<file path="src/rtl/alu_operand_seq.sv">
// Purpose : debounced push-button sequencer loading A, B and opcode for a 4-bit ALU, then capturing its result.
// Latency : the FSM acts 4+DB_CYCLES edges after btn is first sampled high; LOAD_S press to valid=1 is 2 edges.
// Backpr. : none; a press arriving while EXEC is active is dropped, not queued.
//
// Ports:
//   clk, rst                    - clock, asynchronous active-high reset
//   btn                         - raw bouncing push-button
//   din[3:0], op_in[2:0], chain - switch inputs (operand, opcode, result->A select)
//   y_in, cf_in, of_in, zf_in   - combinational ALU result and flags
//   a, b, s                     - registered operands/opcode driving the ALU
//   res, cf, of, zf, valid      - captured result, flags and its valid flag
//   state                       - current FSM state for LEDs
module alu_operand_seq #(
    parameter int DB_CYCLES = 1_000_000
) (
    input  logic       clk,
    input  logic       rst,
    input  logic       btn,
    input  logic [3:0] din,
    input  logic [2:0] op_in,
    input  logic       chain,
    input  logic [3:0] y_in,
    input  logic       cf_in,
    input  logic       of_in,
    input  logic       zf_in,
    output logic [3:0] a,
    output logic [3:0] b,
    output logic [2:0] s,
    output logic [3:0] res,
    output logic       cf,
    output logic       of,
    output logic       zf,
    output logic       valid,
    output logic [2:0] state
);

    localparam int CNT_W = $clog2(DB_CYCLES);
    localparam logic [CNT_W-1:0] DB_LAST = CNT_W'(DB_CYCLES - 1);

    typedef enum logic [2:0] {
        LOAD_A = 3'd0,
        LOAD_B = 3'd1,
        LOAD_S = 3'd2,
        EXEC   = 3'd3,
        SHOW   = 3'd4
    } state_t;

    state_t           state_q, state_d;
    logic             btn_meta_q, btn_meta_d;
    logic             btn_s_q, btn_s_d;
    logic             btn_clean_q, btn_clean_d;
    logic             btn_clean_dly_q, btn_clean_dly_d;
    logic [CNT_W-1:0] db_cnt_q, db_cnt_d;
    logic             press_q, press_d;
    logic [3:0]       a_q, a_d, b_q, b_d, res_q, res_d;
    logic [2:0]       s_q, s_d;
    logic             cf_q, cf_d, of_q, of_d, zf_q, zf_d, valid_q, valid_d;

    // Debouncer: the counter only runs while the synchronized level disagrees
    // with the accepted level, so any agreeing cycle restarts the stability window.
    always_comb begin
        btn_meta_d      = btn;
        btn_s_d         = btn_meta_q;
        btn_clean_d     = btn_clean_q;
        db_cnt_d        = '0;
        if (btn_s_q != btn_clean_q) begin
            if (db_cnt_q == DB_LAST) begin
                btn_clean_d = btn_s_q;
            end else begin
                db_cnt_d = db_cnt_q + CNT_W'(1);
            end
        end
        // Rising-edge detect one cycle behind btn_clean; falling edges are ignored.
        btn_clean_dly_d = btn_clean_q;
        press_d         = btn_clean_q & ~btn_clean_dly_q;
    end

    // Sequencer next-state and datapath register updates.
    always_comb begin
        state_d = state_q;
        a_d     = a_q;
        b_d     = b_q;
        s_d     = s_q;
        res_d   = res_q;
        cf_d    = cf_q;
        of_d    = of_q;
        zf_d    = zf_q;
        valid_d = valid_q;
        case (state_q)
            LOAD_A: if (press_q) begin
                a_d     = din;
                valid_d = 1'b0;
                state_d = LOAD_B;
            end
            LOAD_B: if (press_q) begin
                b_d     = din;
                state_d = LOAD_S;
            end
            LOAD_S: if (press_q) begin
                s_d     = op_in;
                state_d = EXEC;
            end
            // a/b/s have been stable for this whole cycle, so the ALU has settled.
            EXEC: begin
                res_d   = y_in;
                cf_d    = cf_in;
                of_d    = of_in;
                zf_d    = zf_in;
                valid_d = 1'b1;
                state_d = SHOW;
            end
            SHOW: if (press_q) begin
                valid_d = 1'b0;
                if (chain) begin
                    a_d     = res_q;
                    state_d = LOAD_B;
                end else begin
                    state_d = LOAD_A;
                end
            end
            default: state_d = LOAD_A;
        endcase
    end

    always_ff @(posedge clk or posedge rst) begin
        if (rst) begin
            btn_meta_q      <= 1'b0;
            btn_s_q         <= 1'b0;
            btn_clean_q     <= 1'b0;
            btn_clean_dly_q <= 1'b0;
            db_cnt_q        <= '0;
            press_q         <= 1'b0;
            state_q         <= LOAD_A;
            a_q             <= '0;
            b_q             <= '0;
            s_q             <= '0;
            res_q           <= '0;
            cf_q            <= 1'b0;
            of_q            <= 1'b0;
            zf_q            <= 1'b0;
            valid_q         <= 1'b0;
        end else begin
            btn_meta_q      <= btn_meta_d;
            btn_s_q         <= btn_s_d;
            btn_clean_q     <= btn_clean_d;
            btn_clean_dly_q <= btn_clean_dly_d;
            db_cnt_q        <= db_cnt_d;
            press_q         <= press_d;
            state_q         <= state_d;
            a_q             <= a_d;
            b_q             <= b_d;
            s_q             <= s_d;
            res_q           <= res_d;
            cf_q            <= cf_d;
            of_q            <= of_d;
            zf_q            <= zf_d;
            valid_q         <= valid_d;
        end
    end

    assign a     = a_q;
    assign b     = b_q;
    assign s     = s_q;
    assign res   = res_q;
    assign cf    = cf_q;
    assign of    = of_q;
    assign zf    = zf_q;
    assign valid = valid_q;
    assign state = state_q;

endmodule

</file>
<file path="config.mk">
export PLATFORM = sky130hd
export DESIGN_NAME = alu_operand_seq
export DESIGN_NICKNAME = d
export VERILOG_FILES = /design/src/rtl/alu_operand_seq.sv
export SDC_FILE = /design/constraint.sdc
export NUM_CORES = 1
export LEC_CHECK = 0
export ABC_AREA = 1
export BUFFER_PORTS_ARGS = -buffer_cell sky130_fd_sc_hd__buf_2
export CAP_MARGIN = 20
export CORE_UTILIZATION = 59
export DETAILED_ROUTE_END_ITERATION = 8
export HOLD_SLACK_MARGIN = 0.06
export PLACE_DENSITY = 0.84
export SYNTH_ARGS = -nofsm -noshare
export SYNTH_HDL_FRONTEND = slang
export SYNTH_SLANG_ARGS = --single-unit
</file>
<file path="constraint.sdc">
create_clock -name clk -period 2.1 [get_ports clk]
set_clock_uncertainty 0.05 [all_clocks]
set_input_delay 0.21 -clock clk [delete_from_list [all_inputs] [get_ports clk]]
set_output_delay 0.21 -clock clk [all_outputs]
set_load 0.03 [all_outputs]
</file>
Yosys cells after proc, flatten, opt, wreduce, memory -nomap -nowiden

Index checks and enable logic that the tools add are counted.

Flip-flop bits (word level): 47
Input port bits: 18
Output and inout bits: 22
Logic and storage cells: 54

$add $sub $neg: 1
Eq/ne operators: 12
Mux-type cells: 14
Bitwise logic cells: 2
Reductions and logical operators: 10

Operators by type and width:

| operator                                             | number |
|---|---|
| two-way mux 20 bit                                   | 2 |
| adder 20 x 1 -> 20 bit (second input constant)       | 1 |
| equality test 20 bit (second input constant)         | 1 |
| one-hot mux 3 bit (5 select lines)                   | 1 |
| two-way mux 3 bit                                    | 4 |
| two-way mux 4 bit                                    | 3 |
| != test 2 bit (second input constant)                | 5 |
| one-hot mux 4 bit (2 select lines)                   | 1 |
| AND reduction 2 bit                                  | 4 |
| AND reduction 4 bit                                  | 2 |
| equality test 3 x 2 -> 1 bit (second input constant) | 2 |
| nonzero test 2 bit                                   | 2 |
| equality test 3 x 1 -> 1 bit (second input constant) | 1 |
| equality test 3 bit (second input constant)          | 1 |
| zero test 3 bit                                      | 1 |
| two-way mux 1 bit                                    | 2 |
| != test 2 x 1 -> 1 bit (second input constant)       | 1 |
| one-hot mux 1 bit (2 select lines)                   | 1 |
| OR reduction 2 bit                                   | 1 |
| AND 1 bit                                            | 1 |
| != test 1 bit                                        | 1 |
| NOT 1 bit                                            | 1 |

Logic depth before layout (Yosys ltp)

Depth in word-level cells: 4
Mapped depth: 8
Mapped depth without buffers: 8

Worst setup path after synthesis

No wires, ideal clock.

Path type: flip-flop to flip-flop
Start point: register state_q[2] (netlist: state[2])
End point: register cf_q (netlist: cf)
Library setup time: 125 ps
Arrival time: 1246 ps
Data required time: 1925 ps
Path slack: 679 ps
Cell stages (with the launch flop): 4
Period minus slack after synthesis: 1421 ps
Cell sequence: dfrtp_1 > inv_1 > nand2_2 > mux2_2

Word-level cells in the longest chain between the ends: 1

Ends and longest elaborated chain:

| what                         | line | text |
|---|---|---|
| start, declared              | 48   | `state_t state_q, state_d;` |
| start signal, assigned       | 149  | `state_q <= state_d;` |
| equality test 3 x 2 -> 1 bit | 89   | `case (state_q)` |
| end signal, assigned         | 138  | `cf_q <= 1'b0;` |
| end signal, assigned         | 154  | `cf_q <= cf_d;` |
| end, declared                | 57   | `logic cf_q, cf_d, of_q, of_d, zf_q, zf_d, valid_q, valid_d;` |

Every way passes these cells.
A chain may end at the register's enable or synchronous reset.

Worst setup path after layout

Start point: register db_cnt_q[0]
End point: register db_cnt_q[9]

Word-level cells in the longest chain between the ends: 3

Ends and longest elaborated chain:

| what                                                           | line   | text |
|---|---|---|
| start, declared                                                | 53     | `logic [CNT_W-1:0] db_cnt_q, db_cnt_d;` |
| start signal, assigned                                         | 147    | `db_cnt_q <= db_cnt_d;` |
| adder 20 x 1 -> 20 bit or equality test 20 bit (tied branches) | 70, 67 |  |
| two-way mux 20 bit (*)                                         | 67     | `if (db_cnt_q == DB_LAST) begin` |
| two-way mux 20 bit (*)                                         | 66     | `if (btn_s_q != btn_clean_q) begin` |
| named net db_cnt_d[9]                                          | 53     |  |

The timed path passes the listed nets; every way through them passes the cells marked *.

==> summary.txt <==
Max-slew violations = 0
Hold Path Class = input pin to flop
Simple-gate share of the synthesized area = 0.244
Reg power frac = 0.554
Avg Inst Size Synth = 9.24 um2
Fmax = 0.659 GHz
Initial Utilization = 0.639
Core Region = 3440 um2
Final HPWL DP = 3250 um
Worst-Skew Late Latency = 0.30 ns
Multi-input gate area = 916 um2
Slew @ Worst Pin = 0.564 ns
Synth cell types = 24
Setup bufs post-CTS = 0
Worst setup EP type = flop
Largest net degree at the start of global routing = 29
Cells after DPL = 323
Critical Path Fanout Max = 7
CP required = 2.24 ns
Final wirelength = 4340 um
Clk sinks = 47
Setup TNS = 0 ns
TritonRoute pass-1 iters = 4
Endpoints failing setup = 0
RR Endpoint = db_cnt_q[9]
Clock power share = 0.377
Final total power = 1.69 mW
Status = complete, no violations
Layout net count = 305
CTS H-Tree Depth = 2
Die Span Y = 63.0 um
YS warnings = 0
Sw frac = 0.224
Worst path slowest cell = dfrtp_1
Average routed wire per standard cell = 13.1 um
Hold_sp = y_in[2]
Total CTS buffers = 5
Worst Hold Path Cells = 2
Syn_nets = 257
Vias/cell = 5.20
Vias in the first global route = 1,578
Adder-cell area share of the yosys netlist = 0.00569
FF-to-FF setup slack = 0.58 ns
Reg area = 1180 um2
Fin. Hold Viols = 0
Cell Pwr Density = 654 nW/um2
Initial antenna violation count = 0
Hold endpoint = res[2]
Compound-Gate Fraction of Synth Area = 0.0552
CP Cell Sequence = ha_1 > nand3_2 > nor2_2 > nand3_2 > nand2_2 > nor2_1
Crit path buf inv count = 0
MaxCap Viol Count = 0
# rows = 21
RSZ-0062 raised after global routing = no
Post-Syn Area = 2200 um2
Post-route ant nets = 0
Clock root cell = clkbuf_8
Period utilisation layout = 0.723
First-pass GRT wire length = 7210 um
Overflow after GRT = 0
P_sw = 379 uW
I/O Buffers = 39
Peak supply drop = 0.588 mV
Critical Path AT = 1.66 ns
Largest family of logic cells by synthesized area = simple AND/OR/NAND/NOR gates
Yosys reg bits = 47
Placer congestion estimate = 0.905
Worst reg2reg path depth = 6
TritonCTS clock tree = yes
Layout cells sized above 1 = 0.280
Post-synthesis cell count = 238
Gate power share = 0.069
Largest delay contributor family on the critical path = simple AND/OR/NAND/NOR gates
Worst Setup Start Kind = flop
Synthesis-to-finish area growth = 17.9%
CP most frequent cell = nand3_2
P_leak = 1.21 nW
Drt initial violations = 154
Via count = 1,728
Total Routing Usage GR = 0.242
Multiplexer share of the synthesized area = 0.0563
CP max stage delay = 0.39 ns
I/O Pins = 40
Non-Filler Instances = 332
Cell-internal power = 1.32 mW
Filler Cells Inserted = 250
Clock buffer depth = 2
Tmin final = 1.52 ns
DRC violation count after routing = 0
Ant diodes = 0
Reg clk slew, reported paths = 0.09 ns
Register area share after synthesis = 0.535
Synth Area in XOR/XNOR = 0.0552
Slew HR = 0.621
Full die area = 3970 um2
R2r startpoint = db_cnt_q[0]
CP Class = flop to flop
Die width = 63.0 um
## logic make-up (layout without fill, tap and decap cells)
group,count (synthesis),in the layout
buffers and inverters,28,76
AOI/OAI and AO/OA,20,20
muxes,11,11
and+or+nand+nor,118,118
DFF,47,47
adders and majority gates,1,1
xor gates and xnor gates,13,13
## per-layer routing
metal,part of all wire,up-vias,global-route usage
li1,-,848,-
met1,0.46,829,0.326
met2,0.49,44,0.382
met3,0.042,7,0.0493
met4,0.016,0,0.0959
met5,0,-,0
## synth_stat cells
library cell,instances,area share
nand2_1,35,0.060
inv_2,1,0.0017
o21ai_1,3,0.0068
xor2_2,1,0.0074
nand4_1,2,0.0057
dfrtp_1,47,0.54
o22ai_1,4,0.011
clkbuf_2,1,0.0023
nor2_4,1,0.0051
nor2_1,44,0.075
inv_1,26,0.044
o21ai_0,6,0.014
nand3_1,17,0.039
xor2_1,8,0.032
nor2_2,7,0.020
o21bai_1,2,0.0068
a21oi_1,4,0.0091
xnor2_1,4,0.016
nand3_2,4,0.018
nor3_1,2,0.0046
a21oi_4,1,0.0074
ha_1,1,0.0057
nand2_2,6,0.017
mux2_2,11,0.056
## how the worst max path moves through the flow
stage,from,end,depth (start not counted),slack [ns]
CTS,db_cnt_q[0],db_cnt_q[9],6,0.58
global placement,db_cnt_q[0],db_cnt_q[18],6,0.69
detailed placement,db_cnt_q[0],db_cnt_q[9],6,0.60
global route,db_cnt_q[0],db_cnt_q[18],6,0.49
floorplan,state[2],cf,3,0.68
finish,db_cnt_q[0],db_cnt_q[9],6,0.58
## power by group through the flow
stage	logic (mW)	clock network, mW	registers (mW)
2_1_floorplan	0.0423	0	0.982
3_3_place_gp	0.114	0	0.955
3_5_place_dp	0.117	0	0.956
4_1_cts	0.120	0.655	0.938
5_1_grt	0.129	0.693	0.941
6_report	0.117	0.639	0.938
## what timing repair did
action | CTS | global route
gates resized for setup | 0 | 0
hold endpoints to repair | 20 | 0
hold buffers | 2 | 0
## registers in the layout, summed over array words and instances, names as in the netlist
register and count:
btn_clean_dly_q 1, state 3, valid 1, zf 1
b 4, res 4, db_cnt_q 20, a 4
of 1, s 3, cf 1, btn_s_q 1
btn_clean_dly_d 1, press_q 1, btn_meta_q 1
## final cells by class
type                            count  share of cell area
Inverter                           27              0.0391
Tap cell                           46              0.0222
Multi-Input combinational cell    163               0.353
Sequential cell                    47               0.454
Clock inverter                      2              0.0145
Timing Repair Buffer               42              0.0907
Clock buffer                        5              0.0265
## per-stage QoR
| stage | hold slack [ns] | util | worst slack [ns] | cell area [um2] |
|---|---|---|---|---|
| final | 0.0880 | 0.753 | 0.582 | 2590 |
| after detailed placement | 0.195 | 0.716 | 0.599 | 2470 |
| after global routing | 0.0852 | 0.753 | 0.489 | 2590 |
| after CTS | 0.0836 | 0.753 | 0.581 | 2590 |
| after floorplan | 0.191 | - | 0.679 | 2200 |
| after global placement | 0.186 | 0.716 | 0.687 | 2470 |
## placed cells by master (no fill, tap or decap), types with 5 or more instances in the layout
master / count
o21ai_0: 6
xor2_1: 8
clkbuf_8: 5
buf_2: 39
inv_1: 25
nor2_1: 44
nand2_1: 35
dfrtp_1: 47
nand3_1: 17
nand2_2: 6
mux2_2: 11
nor2_2: 7
(Power assumes the default switching activity.)
